[config.mk]
export PLATFORM = sky130hd
export DESIGN_NAME = mod_reduce_64
export DESIGN_NICKNAME = d
export VERILOG_FILES = /design/src/rtl/bfftp_pkg.sv /design/src/rtl/mod_canon_64.sv /design/src/rtl/mod_reduce_64.sv
export SDC_FILE = /design/constraint.sdc
export NUM_CORES = 1
export LEC_CHECK = 0
export CORE_UTILIZATION = 50
export CTS_BUF_LIST = sky130_fd_sc_hd__clkbuf_8
export DETAILED_ROUTE_END_ITERATION = 16
export DONT_BUFFER_PORTS = 1
export PLACE_DENSITY = 0.79
export SLEW_MARGIN = 20
export SYNTH_ARGS = -nofsm -noshare
export SYNTH_HDL_FRONTEND = slang
export SYNTH_SLANG_ARGS = --single-unit
[constraint.sdc]
create_clock -name clk -period 5.4 [get_ports clk]
set_input_delay 0.27 -clock clk [delete_from_list [all_inputs] [get_ports clk]]
set_output_delay 0.27 -clock clk [all_outputs]
set_load 0.05 [all_outputs]
[src/rtl/bfftp_pkg.sv]
// Shared constants for the BFFTP butterfly datapath (Goldilocks field, P = 2^64 - 2^32 + 1).
package bfftp_pkg;

    localparam int          P_WIDTH  = 64;
    localparam int          PD_WIDTH = 128;
    localparam logic [63:0] MOD_P    = 64'hFFFF_FFFF_0000_0001;
    localparam logic [63:0] EPSILON  = 64'h0000_0000_FFFF_FFFF;

    // x * EPSILON for a 32-bit x, as a shift-and-subtract; exact in 64 bits.
    function automatic logic [63:0] mul_eps(input logic [31:0] x);
        return {x, 32'h0} - {32'h0, x};
    endfunction

endpackage

[src/rtl/mod_canon_64.sv]
// Final canonicalisation for values already below 2P: subtracts P once when needed.
// Purely combinational; shared with the downstream modular adder.
module mod_canon_64
    import bfftp_pkg::*;
(
    input  logic [P_WIDTH-1:0] x,
    output logic [P_WIDTH-1:0] y
);

    assign y = (x >= MOD_P) ? (x - MOD_P) : x;

endmodule

[src/rtl/mod_reduce_64.sv]
// 128-bit product -> canonical residue mod P; latency 2 enabled cycles (3 with MODRED_PIPE3_EN).
// No back-pressure: en=0 freezes every register including valid bits.
module mod_reduce_64
    import bfftp_pkg::*;
(
    input  logic                clk,
    input  logic                rst_n,
    input  logic                en,
    input  logic                in_valid,
    input  logic [PD_WIDTH-1:0] in_data,
    output logic                out_valid,
    output logic [P_WIDTH-1:0]  out_data
);

    logic [63:0] x_lo;
    logic [31:0] x_hl;
    logic [31:0] x_hh;
    logic [63:0] diff;
    logic        borrow;
    logic [63:0] t0_next;
    logic [63:0] t1_next;

    logic [63:0] t0;
    logic [63:0] t1;
    logic        v1;

    logic [64:0] s;
    logic [63:0] r;
    logic [63:0] canon_in;
    logic [63:0] canon_out;

    assign x_lo = in_data[63:0];
    assign x_hl = in_data[95:64];
    assign x_hh = in_data[127:96];

    // x_hh * 2^96 == -x_hh; a borrow means we added 2^64, which is worth EPSILON.
    assign diff    = x_lo - {32'h0, x_hh};
    assign borrow  = x_lo < {32'h0, x_hh};
    assign t0_next = borrow ? (diff - EPSILON) : diff;
    assign t1_next = mul_eps(x_hl);

    always_ff @(posedge clk or negedge rst_n) begin
        if (!rst_n) begin
            t0 <= '0;
            t1 <= '0;
            v1 <= 1'b0;
        end else if (en) begin
            t0 <= t0_next;
            t1 <= t1_next;
            v1 <= in_valid;
        end
    end

    // A carry out of bit 64 is again worth EPSILON; the sum then cannot overflow again.
    assign s = {1'b0, t0} + {1'b0, t1};
    assign r = s[64] ? (s[63:0] + EPSILON) : s[63:0];

`ifdef MODRED_PIPE3_EN
    logic [63:0] r_q;
    logic        v2;

    always_ff @(posedge clk or negedge rst_n) begin
        if (!rst_n) begin
            r_q <= '0;
            v2  <= 1'b0;
        end else if (en) begin
            r_q <= r;
            v2  <= v1;
        end
    end

    assign canon_in = r_q;
`else
    logic v2;

    assign v2       = v1;
    assign canon_in = r;
`endif

    mod_canon_64 u_canon (
        .x (canon_in),
        .y (canon_out)
    );

    always_ff @(posedge clk or negedge rst_n) begin
        if (!rst_n) begin
            out_data  <= '0;
            out_valid <= 1'b0;
        end else if (en) begin
            out_data  <= canon_out;
            out_valid <= v2;
        end
    end

endmodule
### Word level (Yosys, flattened, before mapping)

Cells that the tools add are included.

| storage, ports and cells | value |
|---|---|
| register bits | 194 |
| bits in latches | 0 |
| RAM bits | 0 |
| bits in read-only memories | 0 |
| input bits | 132 |
| output and inout port bits | 65 |
| memories | 0 |

| operators by class | value |
|---|---|
| add/subtract/negate cells | 6 |
| $mul | 0 |
| divide/modulo/power cells | 0 |
| order comparisons | 2 |
| equal/unequal tests | 0 |
| shift-type cells | 0 |
| muxes and demuxes | 3 |
| bitwise gates (word level) | 0 |
| reduce and logical (&&, ||, !) cells | 0 |

Operators by type and width:

| kind | count |
|---|---|
| $mux W64 | 3 |
| $sub A64 B32 Y64 | 2 |
| $add A64 B64 Y65 | 1 |
| $add A64 B32 Y64 const B | 1 |
| $ge A64 B64 Y1 const B | 1 |
| $lt A64 B32 Y1 | 1 |
| $sub A64 B32 Y64 const B | 1 |
| $sub A64 B64 Y64 const B | 1 |

### Depth between registers and ports, before layout

Gate-level depths: netlist (run 1).

| depth | value |
|---|---|
| depth after elaboration | 5 |
| depth in mapped cells | 26 |
| depth with buffers taken out | 20 |

### By module

From an unflattened synthesis (run 1), not the netlist that was laid out.

| unflattened totals | value |
|---|---|
| cell total of the unflattened synthesis | 2237 |
| area total of the unflattened synthesis | 18088.6 um2 |

Modules (own cells, without submodules):

| module | instances | cells an instance | area an instance (um2) |
|---|---|---|---|
| mod_reduce_64 | 1 | 2064 | 16920.0 |
| mod_canon_64 | 1 | 173 | 1168.6 |

### Least setup slack after synthesis (run 1)

OpenSTA, ideal clock, no wires.

| path | value |
|---|---|
| path kind | register to register |
| start | register t0[0] |
| end | register out_data[3] |
| data arrival time | 5873 ps |
| required time | 5328 ps |
| slack | -546 ps |
| cell stages (with the launch flop) | 26 |
| path buffers | 6 |
| cells stage by stage | dfrtp_1 ha_1 inv_1 fa_1 and2b_1 o31ai_2 a21o_1 a211o_1 a211o_1 and3_1 buf_6 clkbuf_1 xnor2_1 inv_1 ha_1 inv_1 or4b_1 buf_2 or3_1 buf_2 or4_4 buf_6 o311a_1 buf_6 a2111oi_4 nand4b_1 |

| between the ends | value |
|---|---|
| longest elaborated chain between the ends | 5 |
| elaborated cells between the ends (all ways) | 6 |
| those cells by class | add/sub: 3; order compare: 1; mux: 2 |

RTL lines:

| element | RTL line | RTL |
|---|---|---|
| from (decl) | mod_reduce_64.sv:23 | `logic [63:0] t0;` |
| from (signal assigned) | mod_reduce_64.sv:48 | `t0 <= t0_next;` |
| $add A64 B64 Y65 (*) | mod_reduce_64.sv:55 | `assign s = {1'b0, t0} + {1'b0, t1};` |
| $add A64 B32 Y64 | mod_reduce_64.sv:56 | `assign r = s[64] ? (s[63:0] + EPSILON) : s[63:0];` |
| $mux W64 (*) | mod_reduce_64.sv:56 |  |
| $sub A64 B64 Y64 or $ge A64 B64 Y1 (tied branches) | mod_canon_64.sv:10 | `assign y = (x >= MOD_P) ? (x - MOD_P) : x;` |
| $mux W64 (*) | mod_canon_64.sv:10 |  |
| to (signal assigned) | mod_reduce_64.sv:90 | `out_data <= canon_out;` |
| to (decl) | mod_reduce_64.sv:12 | `output logic [P_WIDTH-1:0] out_data` |

Every way passes the cells marked *; elsewhere a longest branch is shown, timed or not.
A chain may end at the register's enable or synchronous reset.

### Worst setup path after layout (run 1)

| path | value |
|---|---|
| start | register t0[0] |
| end | register out_data[19] |

Same word-level chain as after synthesis.

==> reports/results.tsv, run 1 <==
metric	value	unit
status	finished with violations	
failing checks	negative setup slack	
area leader, netlist	dfrtp_1	
simple-gate area share of the yosys netlist	0.274	
largest net degree at the start of global routing	210	
post-synthesis area per instance	7.77	um2
period utilisation layout	1.05	
Avg Vias per Cell	6.28	
delay-heaviest family, CP	simple AND/OR/NAND/NOR gates	
initial core utilization	0.510	
Remaining Overflow, GRT	0	
Crit path required time	5.81	ns
Compound-Gate Fraction of Synth Area	0.248	
layout cell share with drive strength beyond 1	0.277	
Worst-path clk slew	0.12	ns
Post-Route WL	80.8	mm
first-pass GRT wire length	122	mm
drc violations	0	
DP Wirelength	63.9	mm
H-Tree Level Count	4	
asr flop ratio synth	1.00	
Area growth syn-to-layout	35.6	%
Initial DRC Count	2309	
Root Driver	clkbuf_8	
HP Class	primary input to register	
Final Skew	0.0247	ns
setup tns final	-5.32	ns
Worst EP arrival	6.10	ns
Max-slew headroom	0.126	
top cells by area, synth	dfrtp_1 25%, ha_1 6.6%, a21oi_1 5.5%	
Post-Synth Adder-Cell Area	0.0677	
Clock Latency Late Sink	0.55	ns
largest family of logic cells by synthesized area	simple AND/OR/NAND/NOR gates	
vias in the first global route	21500	
post-synth top area share	0.252	
deepest clock path buffer count	2	
Pwr per Cell Area	382	nW/um2
Primary FF master, synth	dfrtp_1	
crit-path cells	ha_2 -> inv_2 -> fa_2 -> and2b_2 -> o31ai_4 -> a21o_1 -> a211o_4 -> a211o_1 -> a221oi_2 -> nand4b_1 -> buf_4 -> or4b_4 -> nor4_4 -> xnor2_2 -> or4_4 -> nor4_4 -> buf_4 -> o311a_1 -> buf_6 -> a21oi_2 -> or3_1	
total track usage	0.408	
mux contribution to synthesized area	0.0241	
Synth Register Bits	194	
NumNets Final	3295	
Power Total	9.98	mW
Setup violations, final	47	
CP max-delay cell	or4b_4	
Ports	197	
Worst Setup Start Kind	register	
RSZ-0062 raised after global routing	yes	
core area	37800	um2
routed len/inst	22.5	um
die height	198	um
number of library cell types mapped by synthesis	95	
critical-path maximum fanout	8	
Syn. warnings	0	
clock sinks	194	
CP Capture Type	register	
width of the die	198	um
worst slew pin tran	1.31	ns
Max rail drop VDD	0.205	mV
# diodes	0	
input/output buffers	0	
CP max stage delay	0.49	ns
CTS tree	yes	
die footprint	39300	um2
cells after synthesis	2478	
Vias	22500	
Final Hold Vio Count	0	
Num CTS Buffers	17	
Pins Over Slew Limit	0	
routability congestion estimate	1.03	
mapped cell area	19200	um2
fmax	176	MHz
Crit Path Class	register to register	
sequential cell area fraction in the yosys report	0.252	
fin worst setup slack	-0.290	ns
Max Cap Violations	0	
Synth Area in XOR/XNOR	0.0919	
sum of buffers and inverters on the critical path	4	
FP Rows	71	
post-route ant nets	0	
antenna violations before repair	2	
Syn Nets	2713	
DRT Pass-1 Iters	5	
Final Critical Period	5.69	ns
Pleak	11.0	nW
Fillers	3071	
number of synthesized flops with an enable pin	0	
## what timing repair did
item	CTS	global route
hold buffers	73	0
gates cloned	1	1
pin swaps	21	13
hold endpoints to repair	340	0
setup buffers	23	6
endpoints found under the setup margin	64	64
gates resized for setup	96	68
## sequential cells by signal, indices dropped and copies added (netlist names)
register	count
out_data	64
t0	64
t1	64
out_valid	1
v1	1
## stage by stage
step           hold slack, ns  utilization  instance area, um2  setup slack (ns)  std cells
2_1_floorplan         -0.0256            -               19400            -0.182       2478
3_3_place_gp          -0.0189        0.632               23900            -0.430       3449
3_5_place_dp          -0.0185        0.632               23900            -0.480       3449
4_1_cts              0.000260        0.681               25700            -0.181       3577
5_1_grt               0.00172        0.691               26100            -0.447       3584
6_report               0.0319        0.691               26100            -0.290       3584
## final cells by class
type,count,area (um2),area share
well taps,511,639,0.0245
repair buffers,675,5460,0.209
multi-input cells,2089,14400,0.553
inverters,83,313,0.0120
clock inverters,13,145,0.00556
flip-flops and latches,194,4850,0.186
clock buffers,19,262,0.0100
## metal layers
metal / track usage / part of all wire
met1: 0.516 / 0.41
met5: 0 / 0.00033
met2: 0.647 / 0.45
met4: 0.234 / 0.061
met3: 0.0784 / 0.086
## path summary, 6_finish.rpt
kind	cells past startpoint	slack, ns	from	endpoint
max	21	-0.29	t0[0]$_DFFE_PN0P_	out_data[19]$_DFFE_PN0P_
min	3	0.03	in_data[88]	t1[57]$_DFFE_PN0P_
max reg2reg	21	-0.29	t0[0]$_DFFE_PN0P_	out_data[19]$_DFFE_PN0P_
min reg2reg	2	0.50	t1[35]$_DFFE_PN0P_	t1[35]$_DFFE_PN0P_
max in group asynchronous	2	4.00	rst_n	out_data[43]$_DFFE_PN0P_
min in group asynchronous	2	0.26	rst_n	t0[9]$_DFFE_PN0P_
## worst register-to-register path: cells and delay by family (launching register included)
family                   cells  cell delay, ns
flip-flops                   1            0.37
AND/OR/NAND/NOR              7            2.31
adder cells (fa/ha/maj)      2            0.56
buffers and inverters        4            0.62
XOR/XNOR                     1            0.11
AO/OA/AOI/OAI                7            1.61
## Yosys cell counts, types with 8 or more instances
cell type	number
clkbuf_1	69
o31a_1	14
a211o_1	14
or4_1	18
dfrtp_1	194
nand2_1	223
nor2_1	270
buf_2	33
a21o_1	46
a21oi_1	212
a21boi_0	9
a211oi_1	27
and3_1	33
o21ai_0	94
ha_1	101
o2bb2ai_1	41
or2_2	24
and2_1	25
nand3_1	80
nand2b_1	19
xnor2_1	114
mux2i_1	11
a31oi_1	38
nor4b_1	9
and4_1	8
nor2b_1	17
o21bai_1	17
a311oi_1	8
inv_1	83
mux2_2	30
or3_1	40
a221o_1	13
nand4_1	56
nor3_1	95
o21a_1	22
xor2_1	88
o21ai_1	9
o31ai_1	22
o211ai_1	27
o311ai_0	10
nand3b_1	10
nor3b_1	10
nor4_1	56
## placed cells by master (no fill, tap or decap), types with 78 or more instances in the layout
cell,instances
a21oi_1,200
nor2_1,267
nand2_1,218
inv_1,80
nor3_1,87
dfrtp_1,194
ha_1,93
buf_4,580
xor2_1,86
nand3_1,78
xnor2_1,104
o21ai_0,86
## logic make-up after synthesis
| logic type | Yosys count |
|---|---|
| buf+inv | 195 |
| compound gates | 707 |
| fa+ha+maj | 103 |
| xor+xnor | 202 |
| flops | 194 |
| simple gates | 1035 |
| mux | 42 |
## power by group
part           internal (mW)  switching [mW]
logic                   2.86            3.41
clock network          0.407           0.611
registers               1.75           0.951
total                   5.01            4.97
No activity file was read; power rests on OpenSTA's default activity.
==> run 2, diff against run 1 <==
==> constraint.sdc (replaced) <==
create_clock -name clk -period 5.4 [get_ports clk]
set_input_delay 0.54 -clock clk [delete_from_list [all_inputs] [get_ports clk]]
set_output_delay 0.54 -clock clk [all_outputs]
set_load 0.05 [all_outputs]
==> run 2 against run 1 <==
Worst hold slack got worse by 0.018 ns. Via count fell by 0.17%. Flip-flop and latch count unchanged. The run still ends with negative setup slack left. Combinational power rose by 3%. Critical endpoint is now out_data[63]$_DFFE_PN0P_. Total power up 1.0%. Critical path depth up 4.
==> reports/results.tsv, run 2 (synthesized netlist as in run 1, its figures left out) <==
metric	value	unit	change
Worst EP arrival	6.14	ns	+0.04 ns
post-route ant nets	0		unchanged
input/output buffers	0		unchanged
core area	37800	um2	unchanged
most frequent cells in the layout	634 x buf_4, 265 x nor2_1, 220 x nand2_1, 200 x a21oi_1, 191 x dfrtp_1		
RSZ-0062 raised after global routing	yes		
critical-path maximum fanout	8		unchanged
CTS tree	yes		
Area growth syn-to-layout	35.1	%	
Final Critical Period	5.70	ns	+0.00557 ns
Crit path required time	5.84	ns	+0.03 ns
layout cell share with drive strength beyond 1	0.307		+0.0301
most common cell after layout, fill and taps aside	buf_4		
FP Rows	71		unchanged
Power Total	10.1	mW	+1.0%
pre-CTS setup slack	-0.623	ns	-0.143 ns
width of the die	198	um	unchanged
Fillers	3021		-1.6%
FF-to-FF path depth	25		+19%
Crit Path Class	register to register		
Vias	22500		-0.17%
fmax	176	MHz	about the same
Max-slew headroom	0.243		+0.117
Pwr per Cell Area	388	nW/um2	+1.4%
Final Skew	0.0219	ns	-0.00281 ns
Max Cap Violations	0		unchanged
HP Class	primary input to async pin		
vias in the first global route	21100		-1.9%
die height	198	um	unchanged
Worst-path clk slew	0.11	ns	about the same
antenna violations before repair	1		-1
routability congestion estimate	1.07		+4.7%
Post-Route WL	81.5	mm	+0.95%
fin worst setup slack	-0.295	ns	-0.00557 ns
Num CTS Buffers	17		unchanged
registers with the most flip-flops	out_data: 64 flops, t0: 64 flops, t1: 64 flops		
Worst Setup Start Kind	register		
Final Hold Vio Count	0		unchanged
initial core utilization	0.510		unchanged
CP Capture Type	register		
Setup violations, final	45		-4.3%
Remaining Overflow, GRT	0		unchanged
DP Wirelength	65.7	mm	+2.9%
Ports	197		unchanged
total track usage	0.403		-0.00443
Clock Latency Late Sink	0.56	ns	about the same
clock sinks	194		unchanged
Avg Vias per Cell	6.30		+0.28%
first-pass GRT wire length	120	mm	-1.2%
largest net degree at the start of global routing	249		+19%
status	finished with violations		
Max rail drop VDD	0.221	mV	+7.5%
DRT Pass-1 Iters	8		+3
routed len/inst	22.9	um	+1.4%
failing checks	negative setup slack		
worst slew pin tran	1.13	ns	-0.185 ns
Pins Over Slew Limit	0		unchanged
drc violations	0		unchanged
H-Tree Level Count	4		unchanged
deepest clock path buffer count	2		unchanged
Root Driver	clkbuf_8		
Initial DRC Count	2097		-9.2%
Pleak	10.9	nW	-0.32%
NumNets Final	3278		-0.52%
final core occ	0.689		-0.00272
period utilisation layout	1.05		about the same
die footprint	39300	um2	unchanged
==> run 2: what timing repair did <==
item,in CTS,in global routing
gates cloned,0,3
hold buffers,1,0
pin swaps,21,52
setup buffers,29,20
gates resized for setup,96,113
endpoints found under the setup margin,64,72
hold endpoints to repair,194,0
==> run 2: final timing paths <==
kind | start | slack (ns) | end
min in group clk | en | 0.09 | out_data[0]$_DFFE_PN0P_
max | t1[0]$_DFFE_PN0P_ | -0.30 | out_data[63]$_DFFE_PN0P_
min reg2reg | t1[35]$_DFFE_PN0P_ | 0.51 | t1[35]$_DFFE_PN0P_
min | rst_n | 0.01 | out_data[35]$_DFFE_PN0P_
max reg2reg | t1[0]$_DFFE_PN0P_ | -0.30 | out_data[63]$_DFFE_PN0P_
max in group asynchronous | rst_n | 4.61 | t0[40]$_DFFE_PN0P_
==> run 2: metrics by stage <==
stage	hold slack (ns)	instance area (um2)	setup TNS, ns	instances
CTS	0.0450	25200	-2.55	3544
detailed placement	0.252	24100	-24.12	3483
floorplan	0.244	19400	-0.755	2478
global route	0.0773	26000	-16.43	3566
global placement	0.252	24100	-21.32	3483
finish	0.0135	26000	-9.16	3568
==> run 2: area by class of cell <==
class	count	area, um2	share of cell area
diodes	2	5.00	0.000193
clock buffers	17	234	0.00900
clock inverters	14	126	0.00486
inverters	83	313	0.0120
multi-input cells	2090	14700	0.566
flip-flops and latches	194	4860	0.187
well taps	511	639	0.0246
repair buffers	657	5100	0.196
==> run 2: critical path, cell delays in order (launching register included) <==
cell,delay [ns]
dfrtp_1,0.38
ha_2,0.19
inv_2,0.04
fa_2,0.36
and2b_2,0.28
o31ai_4,0.08
a21o_1,0.24
a211o_4,0.39
a211o_1,0.35
a221oi_4,0.32
nand4b_1,0.19
buf_4,0.19
buf_6,0.12
nor4b_4,0.27
buf_4,0.19
and4_1,0.22
and3_4,0.22
buf_6,0.10
o2111a_1,0.16
nand4b_1,0.12
nand4bb_1,0.24
buf_6,0.16
buf_6,0.11
o31ai_4,0.35
clkbuf_16,0.24
o2bb2ai_2,0.06
==> run 2: report_power, final <==
group	leakage, nW	switching, mW	internal [mW]
Clock	0.189	0.597	0.330
Sequential	2.25	0.958	1.75
Combinational	8.51	3.50	2.94
==> run 2: routing by layer <==
metal / GRT usage / vias to the layer above / wire (um)
met5: 0 / - / 0
met4: 0.207 / 0 / 4940
met3: 0.0731 / 230 / 6880
met2: 0.641 / 1183 / 36200
met1: 0.521 / 10700 / 33500
li1: - / 10400 / -
